[src/rtl/gpu_pkg.sv]
// Shared definitions for the GPU rectangle pipeline: field codes, phases and geometry.
package gpu_pkg;

    typedef enum logic [2:0] {
        WAIT_FOR_START = 3'd0,
        READ_X         = 3'd1,
        READ_WIDTH     = 3'd2,
        READ_Y         = 3'd3,
        READ_HEIGHT    = 3'd4,
        READ_COLOR     = 3'd5
    } field_t;

    typedef enum logic [2:0] {
        IDLE  = 3'd0,
        LOAD  = 3'd1,
        GAP   = 3'd2,
        SWEEP = 3'd3,
        DRAIN = 3'd4
    } phase_t;

    localparam int RECTS_PER_BATCH      = 16;
    localparam int BATCHES              = 4;
    localparam int FIELDS_PER_RECT      = 5;
    localparam int DEFAULT_SCREEN_WIDTH  = 640;
    localparam int DEFAULT_SCREEN_HEIGHT = 480;
    localparam int DRAIN_CYCLES         = 3;

    // Word offset of a field inside one 5-word rectangle record.
    function automatic logic [2:0] field_offset(input field_t f);
        case (f)
            READ_X:      return 3'd0;
            READ_WIDTH:  return 3'd1;
            READ_Y:      return 3'd2;
            READ_HEIGHT: return 3'd3;
            READ_COLOR:  return 3'd4;
            default:     return 3'd0;
        endcase
    endfunction

    function automatic field_t next_field(input field_t f);
        case (f)
            READ_X:      return READ_WIDTH;
            READ_WIDTH:  return READ_Y;
            READ_Y:      return READ_HEIGHT;
            READ_HEIGHT: return READ_COLOR;
            default:     return READ_X;
        endcase
    endfunction

endpackage

[src/rtl/gpu_rect_addr_gen.sv]
// Main-memory word address of one rectangle field: base + rect_index*5 + field offset.
module gpu_rect_addr_gen
    import gpu_pkg::*;
#(
    parameter int BASE_ADDR  = 0,
    parameter int ADDR_WIDTH = 13
) (
    input  logic [1:0]            batch,
    input  logic [3:0]            rect,
    input  field_t                field,
    output logic [ADDR_WIDTH-1:0] addr
);

    logic [9:0] base10;
    logic [9:0] index;
    logic [9:0] sum;

    // Arithmetic is deliberately 10 bits wide and wraps; the result is zero-extended.
    assign base10 = 10'(BASE_ADDR);
    assign index  = {4'd0, batch, rect};
    assign sum    = base10 + index * 10'd5 + {7'd0, field_offset(field)};
    assign addr   = ADDR_WIDTH'(sum);

endmodule

[src/rtl/gpu_batch_sequencer.sv]
// Per-frame master sequencer: walks 4 batches x 16 rects x 5 fields, each field as LOAD/GAP/SWEEP.
//
// phase | meaning
// IDLE  | waiting for start, all outputs 0 (done pulses here for one cycle)
// LOAD  | 16 reads of one field for the batch, rect_counter 0..15
// GAP   | GAP_CYCLES pipeline settle, last address and rect 15 held
// SWEEP | coord_generator 0..N-1, batch_completed high
// DRAIN | 3 flush cycles after the final COLOR sweep, state held at COLOR
module gpu_batch_sequencer
    import gpu_pkg::*;
#(
    parameter int BASE_ADDR     = 0,
    parameter int ADDR_WIDTH    = 13,
    parameter int SCREEN_WIDTH  = DEFAULT_SCREEN_WIDTH,
    parameter int SCREEN_HEIGHT = DEFAULT_SCREEN_HEIGHT,
    parameter int GAP_CYCLES    = 3
) (
    input  logic                  clk,
    input  logic                  reset,
    input  logic                  start,
    output logic                  busy,
    output logic                  done,
    output logic [ADDR_WIDTH-1:0] mem_addr,
    output logic                  mem_re,
    output logic [2:0]            state,
    output logic [9:0]            coord_generator,
    output logic [3:0]            rect_counter,
    output logic [1:0]            batch_counter,
    output logic                  batch_completed
);

    phase_t phase, phase_nxt;
    field_t field, field_nxt;
    logic [1:0] batch_nxt;
    logic [3:0] rect_nxt;
    logic [9:0] coord_nxt;
    logic [7:0] timer, timer_nxt;
    logic [9:0] sweep_last;
    logic       done_nxt;
    logic       busy_nxt;
    logic       mem_re_nxt;
    logic       batch_completed_nxt;
    logic [ADDR_WIDTH-1:0] gen_addr;
    logic [ADDR_WIDTH-1:0] mem_addr_nxt;

    assign state = field;

    // Address is generated from the next-cycle indices so mem_addr lands registered with them.
    gpu_rect_addr_gen #(
        .BASE_ADDR  (BASE_ADDR),
        .ADDR_WIDTH (ADDR_WIDTH)
    ) u_addr_gen (
        .batch (batch_nxt),
        .rect  (rect_nxt),
        .field (field_nxt),
        .addr  (gen_addr)
    );

    always_ff @(posedge clk) begin
        if (reset) begin
            phase           <= IDLE;
            field           <= WAIT_FOR_START;
            batch_counter   <= '0;
            rect_counter    <= '0;
            coord_generator <= '0;
            timer           <= '0;
            busy            <= 1'b0;
            done            <= 1'b0;
            mem_re          <= 1'b0;
            mem_addr        <= '0;
            batch_completed <= 1'b0;
        end else begin
            phase           <= phase_nxt;
            field           <= field_nxt;
            batch_counter   <= batch_nxt;
            rect_counter    <= rect_nxt;
            coord_generator <= coord_nxt;
            timer           <= timer_nxt;
            busy            <= busy_nxt;
            done            <= done_nxt;
            mem_re          <= mem_re_nxt;
            mem_addr        <= mem_addr_nxt;
            batch_completed <= batch_completed_nxt;
        end
    end

    always_comb begin
        case (field)
            READ_X, READ_WIDTH:  sweep_last = 10'(SCREEN_WIDTH - 1);
            READ_Y, READ_HEIGHT: sweep_last = 10'(SCREEN_HEIGHT - 1);
            default:             sweep_last = 10'(RECTS_PER_BATCH - 1);
        endcase
    end

    always_comb begin
        phase_nxt = phase;
        field_nxt = field;
        batch_nxt = batch_counter;
        rect_nxt  = rect_counter;
        coord_nxt = coord_generator;
        timer_nxt = timer;
        done_nxt  = 1'b0;
        case (phase)
            IDLE: begin
                field_nxt = WAIT_FOR_START;
                batch_nxt = '0;
                rect_nxt  = '0;
                coord_nxt = '0;
                // The done cycle is itself IDLE, so a start coinciding with it is refused here.
                if (start && !done) begin
                    phase_nxt = LOAD;
                    field_nxt = READ_X;
                end
            end
            LOAD: begin
                if (rect_counter == 4'(RECTS_PER_BATCH - 1)) begin
                    phase_nxt = GAP;
                    timer_nxt = 8'(GAP_CYCLES - 1);
                end else begin
                    rect_nxt = rect_counter + 4'd1;
                end
            end
            GAP: begin
                if (timer == 8'd0) begin
                    phase_nxt = SWEEP;
                    rect_nxt  = '0;
                    coord_nxt = '0;
                end else begin
                    timer_nxt = timer - 8'd1;
                end
            end
            SWEEP: begin
                if (coord_generator == sweep_last) begin
                    coord_nxt = '0;
                    if (field == READ_COLOR) begin
                        if (batch_counter == 2'(BATCHES - 1)) begin
                            phase_nxt = DRAIN;
                            timer_nxt = 8'(DRAIN_CYCLES - 1);
                        end else begin
                            phase_nxt = LOAD;
                            field_nxt = READ_X;
                            batch_nxt = batch_counter + 2'd1;
                        end
                    end else begin
                        phase_nxt = LOAD;
                        field_nxt = next_field(field);
                    end
                end else begin
                    coord_nxt = coord_generator + 10'd1;
                end
            end
            DRAIN: begin
                coord_nxt = '0;
                rect_nxt  = '0;
                if (timer == 8'd0) begin
                    phase_nxt = IDLE;
                    field_nxt = WAIT_FOR_START;
                    batch_nxt = '0;
                    done_nxt  = 1'b1;
                end else begin
                    timer_nxt = timer - 8'd1;
                end
            end
            default: begin
                phase_nxt = IDLE;
                field_nxt = WAIT_FOR_START;
            end
        endcase
    end

    always_comb begin
        busy_nxt            = (phase_nxt != IDLE);
        mem_re_nxt          = (phase_nxt == LOAD) || (phase_nxt == GAP);
        batch_completed_nxt = (phase_nxt == SWEEP);
        mem_addr_nxt        = mem_re_nxt ? gen_addr : '0;
    end

endmodule

[config.mk]
export PLATFORM = sky130hd
export DESIGN_NAME = gpu_batch_sequencer
export DESIGN_NICKNAME = d
export VERILOG_FILES = /design/src/rtl/gpu_pkg.sv /design/src/rtl/gpu_rect_addr_gen.sv /design/src/rtl/gpu_batch_sequencer.sv
export SDC_FILE = /design/constraint.sdc
export NUM_CORES = 1
export LEC_CHECK = 0
export BUFFER_PORTS_ARGS = -buffer_cell sky130_fd_sc_hd__buf_2
export CORE_MARGIN = 2
export CORE_UTILIZATION = 40
export DETAILED_ROUTE_END_ITERATION = 8
export SLEW_MARGIN = 20
export SYNTH_ARGS = -nofsm -noshare
export SYNTH_HDL_FRONTEND = slang
export SYNTH_SLANG_ARGS = --single-unit
export TNS_END_PERCENT = 10
[constraint.sdc]
create_clock -name clk -period 10.15 [get_ports clk]
set_input_delay 1.015 -clock clk [delete_from_list [all_inputs] [get_ports clk]]
set_output_delay 1.015 -clock clk [all_outputs]
set_load 0.01 [all_outputs]
-- After elaboration in Yosys (flattened, before gate mapping)
Index checks and enable logic that the tools add are counted.
- register bits after elaboration: 47
- output and inout port bits: 36
- bits of input ports: 3
- logic and storage cells: 97
- bitwise logic cells: 2
- equality and inequality tests: 25
- add/sub/neg operators: 5
- multipliers: 1
- multiplexer cells: 35
- reduce and logical (&&, ||, !) cells: 17
- operators with widths (operator ; count):
    2-to-1 mux 8 bit ; 5
    one-hot mux 3 bit (4 select lines) ; 3
    2-to-1 mux 3 bit ; 11
    one-hot mux 10 bit (3 select lines) ; 1
    == test 3 x 2 -> 1 bit, second input constant ; 8
    one-hot mux 8 bit (3 select lines) ; 1
    2-to-1 mux 10 bit ; 2
    one-hot mux 10 bit (2 select lines) ; 1
    == test 3 bit, second input constant ; 5
    one-hot mux 3 bit (5 select lines) ; 1
    OR reduction 2 bit ; 7
    != test 2 bit, second input constant ; 6
    one-hot mux 4 bit (3 select lines) ; 1
    adder 10 x 1 -> 10 bit, second input constant ; 1
    adder 10 x 3 -> 10 bit ; 1
    == test 10 bit ; 1
    == test 3 x 1 -> 1 bit, second input constant ; 3
    multiplier 6 x 3 -> 9 bit, second input constant ; 1
    nonzero test 3 bit ; 3
    zero test 8 bit ; 1
    2-to-1 mux 2 bit ; 4
    2-to-1 mux 4 bit ; 2
    subtractor 8 x 1 -> 8 bit, second input constant ; 1
    one-hot mux 2 bit (3 select lines) ; 1
    12 further kinds ; 14

-- Logic depth before layout (Yosys ltp)
Gate-level depths: netlist of run 1.
- depth in word-level cells: 10
- depth in mapped cells: 19
- mapped depth without buffers: 19

-- By module
From an unflattened synthesis of run 1, not the netlist that was laid out.
- cells, all modules: 344
- area, all modules: 2951.6 um^2
- by module, submodules not included (module ; times used ; sequential area each (um^2) ; area an instance (um^2) ; cells an instance):
    gpu_batch_sequencer ; 1 ; 940.9 ; 2459.9 ; 286
    gpu_rect_addr_gen ; 1 ; 0.0 ; 491.7 ; 58

-- Worst setup path before layout of run 1
OpenSTA, ideal clock, no wires.
- path kind: flip-flop to flip-flop
- start: register coord_generator[0]
- end: register mem_addr[8]
- stages on the path, launching flop included: 18
- setup slack: 6.323 ns
- path buffers: 1
- arrival time: 3.757 ns
- cells stage by stage: dfxtp_1 ha_1 and3_1 a21boi_0 and3_1 buf_6 nand3_1 o31ai_1 nor2_1 ha_1 inv_1 fa_1 xnor2_1 nor3b_1 nor2b_1 maj3_1 o21bai_1 a21oi_1
- elaborated cells on any way between the ends: 19
- classes of those cells: add/sub: 1; mul: 1; eq/ne: 7; mux: 7; bitwise: 1; reduce/logical: 2
- RTL lines (what ; line ; source):
    start, declared ; gpu_batch_sequencer.sv:26 ; output logic [9:0] coord_generator,
    start signal, assigned ; gpu_batch_sequencer.sv:77 ; coord_generator <= coord_nxt;
    == test 10 bit ; gpu_batch_sequencer.sv:133 ; if (coord_generator == sweep_last) begin
    2-to-1 mux 2 bit ; gpu_batch_sequencer.sv:133 ;
    one-hot mux 2 bit (3 select lines) ; gpu_batch_sequencer.sv:103 ; case (phase)
    net batch_nxt[0] ; gpu_batch_sequencer.sv:34 ; logic [1:0] batch_nxt;
    multiplier 6 x 3 -> 9 bit ; gpu_rect_addr_gen.sv:21 ; assign sum = base10 + index * 10'd5 + {7'd0, field_offset(field)};
    adder 10 x 3 -> 10 bit ; gpu_rect_addr_gen.sv:21 ;
    end signal, assigned ; gpu_batch_sequencer.sv:82 ; mem_addr <= mem_addr_nxt;
    end, declared ; gpu_batch_sequencer.sv:23 ; output logic [ADDR_WIDTH-1:0] mem_addr,
The timed path passes the listed nets, and every way through them passes these cells.
A chain may end at the register's enable or synchronous reset.

-- Final worst setup path of run 1
- start: register timer[0]
- end: register mem_addr[8]
- elaborated cells on any way between the ends: 22
- classes of those cells: add/sub: 1; mul: 1; eq/ne: 6; mux: 10; bitwise: 1; reduce/logical: 3
- RTL lines (what ; line ; source):
    start, declared ; gpu_batch_sequencer.sv:37 ; logic [7:0] timer, timer_nxt;
    start signal, assigned ; gpu_batch_sequencer.sv:78 ; timer <= timer_nxt;
    zero test 8 bit ; gpu_batch_sequencer.sv:155 ; if (timer == 8'd0) begin
    2-to-1 mux 2 bit ; gpu_batch_sequencer.sv:155 ;
    one-hot mux 2 bit (3 select lines) ; gpu_batch_sequencer.sv:103 ;
    net batch_nxt[0] ; gpu_batch_sequencer.sv:34 ;
    multiplier 6 x 3 -> 9 bit ; gpu_rect_addr_gen.sv:21 ;
    adder 10 x 3 -> 10 bit ; gpu_rect_addr_gen.sv:21 ;
The timed path passes the listed nets, and every way through them passes these cells.

==> impl_summary.log, run 1 <==
INFO  metric outcome = finished, final reports clean
INFO  metric met1_length = 2.82 mm
INFO  metric cts_buffer_depth = 2
INFO  metric worstSkewPairLatency = 0.31 ns
INFO  metric fraction_of_layout_cells_with_a_size_suffix_above_1 = 16.2%
INFO  metric maxCapViolations = 0
INFO  metric htreeDepth = 2
INFO  metric synthMostInstantiatedCell = sky130_fd_sc_hd__nor2_1
INFO  metric timing.reg2reg.worst_path_depth = 17
INFO  metric grt_start_max_net_pins = 25
INFO  metric chipHeight = 85.5 um
INFO  metric worst_setup_hold_path_clk_slew = 0.09 ns
INFO  metric timing.final.max_slew_violations = 0
INFO  metric hold_path_class = reg -> reg
INFO  metric totalNegativeSetupSlack = 0 ns
INFO  metric synth.yosys.seq_area_share = 33.2%
INFO  metric drt_first_pass_iters = 4
INFO  metric timing.rr.start = timer[0]$_SDFFE_PP0P_
INFO  metric fin_crit_sh = 42.8%
INFO  metric routed-wl-met2 = 2.62 mm
INFO  metric place_inst = 427
INFO  metric synth-main-ff-cell = sky130_fd_sc_hd__dfxtp_1
INFO  metric maxClockFrequency = 0.230 GHz
INFO  metric post_cts_resize_count = 0
INFO  metric cellLeakagePower = 1.31 nW
INFO  metric clock_skew = 0.0127 ns
INFO  metric worst_margin_slew = 0.648 ns
INFO  metric yosysTopAreaCellShare = 33.2%
INFO  metric num-fill-cells = 640
INFO  metric grt-ovfl-total = 0
INFO  metric timing.critical_path.required = 10.39 ns
INFO  metric combinational_fraction_of_design_power = 7.2%
INFO  metric placeableCoreArea = 0.00639 mm2
INFO  metric critical_path.endpoint_type = register
INFO  metric final-setup-viol-count = 0
INFO  metric post_cts_hold_buffer_count = 0
INFO  metric clockRootBuffer = sky130_fd_sc_hd__clkbuf_8
INFO  metric path_max_fanout = 6
INFO  metric initial_core_utilization = 41.6%
INFO  metric number_of_warnings_printed_during_yosys_synthesis = 0
INFO  metric postSynthCellCount = 325
INFO  metric synth_commonest_cells = 49 x sky130_fd_sc_hd__nor2_1, 44 x sky130_fd_sc_hd__dfxtp_1, 23 x sky130_fd_sc_hd__nand2_1
INFO  metric worstSetupPathType = reg -> reg
INFO  metric synth_seq_cells = 44
INFO  metric seq_area = 881 um2
INFO  metric internal_power = 0.000271 W
INFO  metric share_clk_of_total_power = 42.3%
INFO  metric routabilityCongestion = 0.870
INFO  metric grt_setup_unrepaired = false
INFO  metric async_reset_ff_share = 0%
INFO  metric synth_area_leader_cell = sky130_fd_sc_hd__dfxtp_1
INFO  metric synth.avg_cell_area = 8.17 um2
INFO  metric worstPathArrival = 4.58 ns
INFO  metric floorplan.rows = 29
INFO  metric nets = 377
INFO  metric ant_nets = 0
INFO  metric detailroute.via_count = 2294
INFO  metric mappedNetlistArea = 0.00266 mm2
INFO  metric reg2reg_slack = 5.80 ns
INFO  metric antenna_cells_inserted = 0
INFO  metric worst_setup_path_startpoint = timer[0]$_SDFFE_PP0P_
INFO  metric yosysUniqueCellTypes = 55
INFO  metric period_needed = 4.35 ns
INFO  metric dp.final_hpwl = 4.32 mm
INFO  metric met3WireLength = 250 um
INFO  metric drt-initial-drc-count = 74
INFO  metric drt_wl_total = 5.77 mm
INFO  metric routed_via_density = 5.27
INFO  metric synthTopCellsByArea = sky130_fd_sc_hd__dfxtp_1 33%, sky130_fd_sc_hd__ha_1 7.1%, sky130_fd_sc_hd__nor2_1 6.9%, sky130_fd_sc_hd__xnor2_1 4.0%, sky130_fd_sc_hd__a21oi_1 3.8%
INFO  metric synth_enable_flop_cells = 0
INFO  metric pin_count = 39
INFO  metric slew-limit-headroom = 56.7%
INFO  metric setup_fix_buffers_added_after_clock_tree_synthesis = 0
INFO  metric sw_frac_of_total = 22.9%
INFO  metric power.share.sequential = 50.5%
INFO  metric finalInstanceArea = 0.00299 mm2
INFO  metric timing.rr.end = mem_addr[8]$_SDFF_PP0_
INFO  metric drc_markers = 0
INFO  metric net_sw_power = 0.0000806 W
INFO  metric die_x = 85.5 um
INFO  metric cts_buffers = 5
INFO  metric start_kind = register
INFO  metric first_global_vias = 2139
INFO  metric top_layer_used = met4
INFO  metric vdd_ir_drop_max = 0.0000993 V
INFO  metric cts_tree = built
INFO  metric total_placed_instance_area = 0.00286 mm2
INFO  metric timing.hold.ws = 0.519 ns
INFO  metric die_area = 0.00731 mm2
INFO  metric portBuffers = 35
INFO  metric area_growth_syn_to_layout = 12.5%
INFO  metric pwr_density_cell = 118 mW/mm2
INFO  metric routed_wire_length_per_instance = 13.3 um
INFO  metric cts.sinks = 44
INFO  metric antenna_found_initial = 0
INFO  metric timing.final.hold_violations = 0
INFO  metric track_usage = 16.4%
INFO  metric grt_first_pass_wirelength = 9.74 mm
INFO  metric finish.cell_count_without_fillers = 435
INFO  metric multi_input_area = 0.00165 mm2
INFO  metric worst_setup_path_endpoint = mem_addr[8]$_SDFF_PP0_
==> cell families (layout without fill, tap and decap cells) <==
family,count (synthesis),in the layout,synth area share [%]
simple gates,142,142,26.9
compound gates,63,63,15.7
flops,44,44,33.2
buf+inv,29,59,5.18
xor+xnor,21,21,6.93
fa+ha+maj,18,18,8.95
mux,7,7,3.02
other cells,1,4,0.141
==> through the flow <==
stage	total power [W]	setup WS, ns	util (%)
6_report	0.000352	5.80	46.8
5_1_grt	0.000365	5.29	46.8
2_1_floorplan	0.000202	6.32	-
3_5_place_dp	0.000207	5.84	44.8
3_3_place_gp	0.000207	5.94	44.8
4_1_cts	0.000355	5.81	46.8
==> power by group through the flow <==
stage / clock network, W / registers, W / logic [W]
after CTS: 0.000152 / 0.000178 / 0.0000257
after global routing: 0.000158 / 0.000178 / 0.0000288
after global placement: 0 / 0.000182 / 0.0000256
final: 0.000149 / 0.000178 / 0.0000254
after floorplan: 0 / 0.000181 / 0.0000203
after detailed placement: 0 / 0.000182 / 0.0000256
==> worst max-delay path, stage by stage, from the launching register on <==
cell	delay, ns
sky130_fd_sc_hd__dfxtp_1	0.34
sky130_fd_sc_hd__inv_1	0.08
sky130_fd_sc_hd__ha_1	0.15
sky130_fd_sc_hd__nor3b_1	0.55
sky130_fd_sc_hd__nand2_1	0.20
sky130_fd_sc_hd__or2_1	0.31
sky130_fd_sc_hd__o22a_1	0.21
sky130_fd_sc_hd__o31ai_1	0.29
sky130_fd_sc_hd__nor2_1	0.11
sky130_fd_sc_hd__ha_1	0.30
sky130_fd_sc_hd__inv_1	0.06
sky130_fd_sc_hd__fa_1	0.46
sky130_fd_sc_hd__xnor2_1	0.26
sky130_fd_sc_hd__nor3b_1	0.39
sky130_fd_sc_hd__nor2b_1	0.20
sky130_fd_sc_hd__maj3_1	0.17
sky130_fd_sc_hd__o21bai_1	0.06
sky130_fd_sc_hd__a21oi_1	0.12
==> registers in the layout, summed over array words and instances, names as in the netlist <==
register	count
coord_generator	10
mem_addr	10
timer	8
rect_counter	4
phase	3
state	3
batch_counter	2
batch_completed	1
busy	1
done	1
mem_re	1
==> cell usage in the layout, fill, tap and decap left out, types with 8 or more instances in the layout <==
cell	count
sky130_fd_sc_hd__nor2_1	49
sky130_fd_sc_hd__dfxtp_1	44
sky130_fd_sc_hd__buf_2	35
sky130_fd_sc_hd__nand2_1	23
sky130_fd_sc_hd__a21oi_1	20
sky130_fd_sc_hd__ha_1	15
sky130_fd_sc_hd__inv_1	12
sky130_fd_sc_hd__nor2b_1	12
sky130_fd_sc_hd__xnor2_1	12
sky130_fd_sc_hd__nand3_1	11
sky130_fd_sc_hd__xor2_1	9
sky130_fd_sc_hd__o21ai_1	8
sky130_fd_sc_hd__nor3_1	8
==> worst min path at each step <==
| stage | start | to | slack, ns | depth (start not counted) |
|---|---|---|---|---|
| global route | timer[6]$_SDFFE_PP0P_ | timer[6]$_SDFFE_PP0P_ | 0.55 | 2 |
| global placement | timer[1]$_SDFFE_PP0P_ | timer[1]$_SDFFE_PP0P_ | 0.50 | 2 |
| finish | timer[1]$_SDFFE_PP0P_ | timer[1]$_SDFFE_PP0P_ | 0.52 | 2 |
| detailed placement | timer[1]$_SDFFE_PP0P_ | timer[1]$_SDFFE_PP0P_ | 0.51 | 2 |
| CTS | timer[1]$_SDFFE_PP0P_ | timer[1]$_SDFFE_PP0P_ | 0.52 | 2 |
| floorplan | timer[1]$_SDFFE_PP0P_ | timer[1]$_SDFFE_PP0P_ | 0.48 | 2 |
==> metal layers <==
layer | GRT usage (%) | vias up
met4 | 4.33 | 0
met3 | 3.70 | 7
li1 | - | 1188
met5 | 0 | -
met2 | 26.6 | 39
met1 | 22.0 | 1060
==> area by class of cell <==
class	instances	area share (%)
clock inverters	1	1.01
multi-input cells	255	55.2
clock buffers	7	3.23
flip-flops and latches	44	29.5
repair buffers	35	5.87
well taps	77	3.23
inverters	16	2.01
(Power assumes the default switching activity.)
==> inputs of run 2 (changes only) <==
==> constraint.sdc (replaced) <==
create_clock -name clk -period 4.36 [get_ports clk]
set_input_delay 0.436 -clock clk [delete_from_list [all_inputs] [get_ports clk]]
set_output_delay 0.436 -clock clk [all_outputs]
set_load 0.01 [all_outputs]
==> run 2 against run 1 <==
Compared with the run above:
- final cell count grew 1.4%
- critical endpoint unchanged
- sequential share of layout area shrank 0.24 points
- worst setup slack lost 5.4 ns
- routed wire length grew 1.8%
- largest power group unchanged
- critical path depth grew 2
- total power grew 120%
- clock power grew 110%
- count of clock-buffer cells in the layout shrank 1
- largest cell class unchanged
==> impl_summary.log, run 2 (synthesis results as in run 1) <==
INFO  metric clock_skew = 0.00789 ns (was 0.0127 ns)
INFO  metric mostFrequentLayoutCell = sky130_fd_sc_hd__nor2_1 (unchanged)
INFO  metric place_inst = 433 (was 427)
INFO  metric cts_buffers = 5 (unchanged)
INFO  metric track_usage = 16.6% (was 16.4%)
INFO  metric vdd_ir_drop_max = 0.000198 V (was 0.0000993 V)
INFO  metric fraction_of_layout_cells_with_a_size_suffix_above_1 = 17.9% (was 16.2%)
INFO  metric drt-initial-drc-count = 97 (was 74)
INFO  metric critical_path.endpoint_type = register (unchanged)
INFO  metric maxCapViolations = 0 (unchanged)
INFO  metric grt_first_pass_wirelength = 9.93 mm (was 9.74 mm)
INFO  metric outcome = finished, final reports clean (unchanged)
INFO  metric first_global_vias = 2122 (was 2139)
INFO  metric chipHeight = 85.5 um (unchanged)
INFO  metric worst_margin_slew = 0.541 ns (was 0.648 ns)
INFO  metric detailroute.via_count = 2339 (was 2294)
INFO  metric initial_core_utilization = 41.6% (unchanged)
INFO  metric cts_buffer_depth = 2 (unchanged)
INFO  metric ant_nets = 0 (unchanged)
INFO  metric final_cell_mix = 49 x sky130_fd_sc_hd__nor2_1, 43 x sky130_fd_sc_hd__dfxtp_1, 35 x sky130_fd_sc_hd__buf_2 (was 49 x sky130_fd_sc_hd__nor2_1, 44 x sky130_fd_sc_hd__dfxtp_1, 35 x sky130_fd_sc_hd__buf_2)
INFO  metric fin_crit_sh = 91.3% (was 42.8%)
INFO  metric dp.final_hpwl = 4.42 mm (was 4.32 mm)
INFO  metric worst_setup_hold_path_clk_slew = 0.09 ns (about the same)
INFO  metric timing.final.max_slew_violations = 0 (unchanged)
INFO  metric htreeDepth = 2 (unchanged)
INFO  metric start_kind = register (unchanged)
INFO  metric period_needed = 3.98 ns (was 4.35 ns)
INFO  metric slew-limit-headroom = 63.7% (was 56.7%)
INFO  metric portBuffers = 35 (unchanged)
INFO  metric cts_tree = built (unchanged)
INFO  metric timing.critical_path.required = 4.53 ns (was 10.39 ns)
INFO  metric grt-ovfl-total = 0 (unchanged)
INFO  metric routed_wire_length_per_instance = 13.3 um (about the same)
INFO  metric final-setup-viol-count = 0 (unchanged)
INFO  metric drt_wl_total = 5.87 mm (was 5.77 mm)
INFO  metric antenna_cells_inserted = 0 (unchanged)
INFO  metric worstPathArrival = 4.15 ns (was 4.58 ns)
INFO  metric routabilityCongestion = 0.829 (was 0.870)
INFO  metric cts.sinks = 44 (unchanged)
INFO  metric maxClockFrequency = 0.251 GHz (was 0.230 GHz)
INFO  metric antenna_found_initial = 0 (unchanged)
INFO  metric pwr_density_cell = 261 mW/mm2 (was 118 mW/mm2)
INFO  metric grt_start_max_net_pins = 25 (unchanged)
INFO  metric die_x = 85.5 um (unchanged)
INFO  metric pin_count = 39 (unchanged)
INFO  metric placeableCoreArea = 0.00639 mm2 (unchanged)
INFO  metric path_max_fanout = 6 (unchanged)
INFO  metric hold_path_class = reg -> reg (unchanged)
INFO  metric biggestRegsByFlops = coord_generator: 10 flops, mem_addr: 10 flops, timer: 8 flops (unchanged)
INFO  metric worstSkewPairLatency = 0.30 ns (was 0.31 ns)
INFO  metric drc_markers = 0 (unchanged)
INFO  metric clockRootBuffer = sky130_fd_sc_hd__clkbuf_8 (unchanged)
INFO  metric area_growth_syn_to_layout = 13.6% (was 12.5%)
INFO  metric cellLeakagePower = 1.33 nW (was 1.31 nW)
INFO  metric finish.cell_count_without_fillers = 441 (was 435)
INFO  metric worstSetupPathType = reg -> reg (unchanged)
INFO  metric timing.final.hold_violations = 0 (unchanged)
INFO  metric drt_first_pass_iters = 4 (unchanged)
INFO  metric power.total = 0.000787 W (was 0.000352 W)
INFO  metric post_cts_hold_buffer_count = 0 (unchanged)
INFO  metric nets = 383 (was 377)
INFO  metric die_area = 0.00731 mm2 (unchanged)
INFO  metric routed_via_density = 5.30 (was 5.27)
INFO  metric floorplan.rows = 29 (unchanged)
[run 2: cell types whose count changed in the layout (fill, tap and decap cells not counted)]
cell	before	now
sky130_fd_sc_hd__dfxtp_1	44	43
sky130_fd_sc_hd__and3_1	4	3
sky130_fd_sc_hd__buf_4	0	6
sky130_fd_sc_hd__clkbuf_1	0	1
sky130_fd_sc_hd__dfxtp_2	0	1
sky130_fd_sc_hd__and3_2	0	1
sky130_fd_sc_hd__clkbuf_8	7	5
sky130_fd_sc_hd__clkinv_2	0	1
[run 2: path summary, 6_finish.rpt]
kind | startpoint | endpoint | slack (ns) | depth (start not counted)
max | timer[0]$_SDFFE_PP0P_ | mem_addr[8]$_SDFF_PP0_ | 0.38 | 19
min | phase[2]$_SDFF_PP0_ | done$_SDFF_PP0_ | 0.48 | 2
max reg2reg | timer[0]$_SDFFE_PP0P_ | mem_addr[8]$_SDFF_PP0_ | 0.38 | 19
min reg2reg | phase[2]$_SDFF_PP0_ | done$_SDFF_PP0_ | 0.48 | 2
[run 2: worst max-delay path, cell delays in order (launching register included)]
cell and delay, ns:
sky130_fd_sc_hd__dfxtp_1 0.37, sky130_fd_sc_hd__inv_1 0.07, sky130_fd_sc_hd__ha_1 0.18, sky130_fd_sc_hd__nor3b_1 0.13, sky130_fd_sc_hd__buf_4 0.15, sky130_fd_sc_hd__a211oi_1 0.46, sky130_fd_sc_hd__a21o_1 0.20, sky130_fd_sc_hd__nor3_1 0.06
sky130_fd_sc_hd__mux2_4 0.27, sky130_fd_sc_hd__nor3_2 0.23, sky130_fd_sc_hd__a21oi_1 0.07, sky130_fd_sc_hd__ha_1 0.22, sky130_fd_sc_hd__fa_1 0.41, sky130_fd_sc_hd__a21o_1 0.17, sky130_fd_sc_hd__nand2_1 0.09, sky130_fd_sc_hd__nor3b_1 0.07
sky130_fd_sc_hd__nor2b_1 0.13, sky130_fd_sc_hd__maj3_1 0.35, sky130_fd_sc_hd__o21bai_1 0.13, sky130_fd_sc_hd__a21oi_1 0.08
[run 2: what timing repair did]
item / 4_1_cts / 5_1_grt
resized for setup: 0 / 2
endpoints found under the setup margin: 0 / 3
setup buffers: 0 / 0
[run 2: stage by stage]
step / hold WS, ns / worst slack [ns] / utilization (%) / setup TNS (ns) / instance area, um2
after floorplan: 0.479 / 0.533 / - / 0 / 2670
after global routing: 0.522 / -0.00944 / 47.2 / -0.00944 / 3020
final: 0.481 / 0.379 / 47.2 / 0 / 3020
after global placement: 0.473 / 0.454 / 45.5 / 0 / 2910
after detailed placement: 0.480 / 0.346 / 45.5 / 0 / 2910
after CTS: 0.487 / 0.330 / 47.2 / 0 / 3010
[run 2: power breakdown]
part | internal (W) | switching [W]
sequential | 0.000407 | 0.00000591
combinational | 0.0000227 | 0.0000388
clock | 0.000170 | 0.000142
total | 0.000600 | 0.000187
[run 2: routing by layer]
metal	track usage, %	routed length, um
met5	0	0
met4	4.76	63
met3	3.21	284
met2	26.8	2670
met1	22.5	2850
[run 2: layout make-up]
cell class	instances	area, um2
Tap cell	77	96.3
Sequential cell	44	882
Inverter	16	60.1
Timing Repair Buffer	41	220
Fill cell	657	3370
Clock buffer	6	72.6
Multi-Input combinational cell	255	1650
Clock inverter	2	35.0
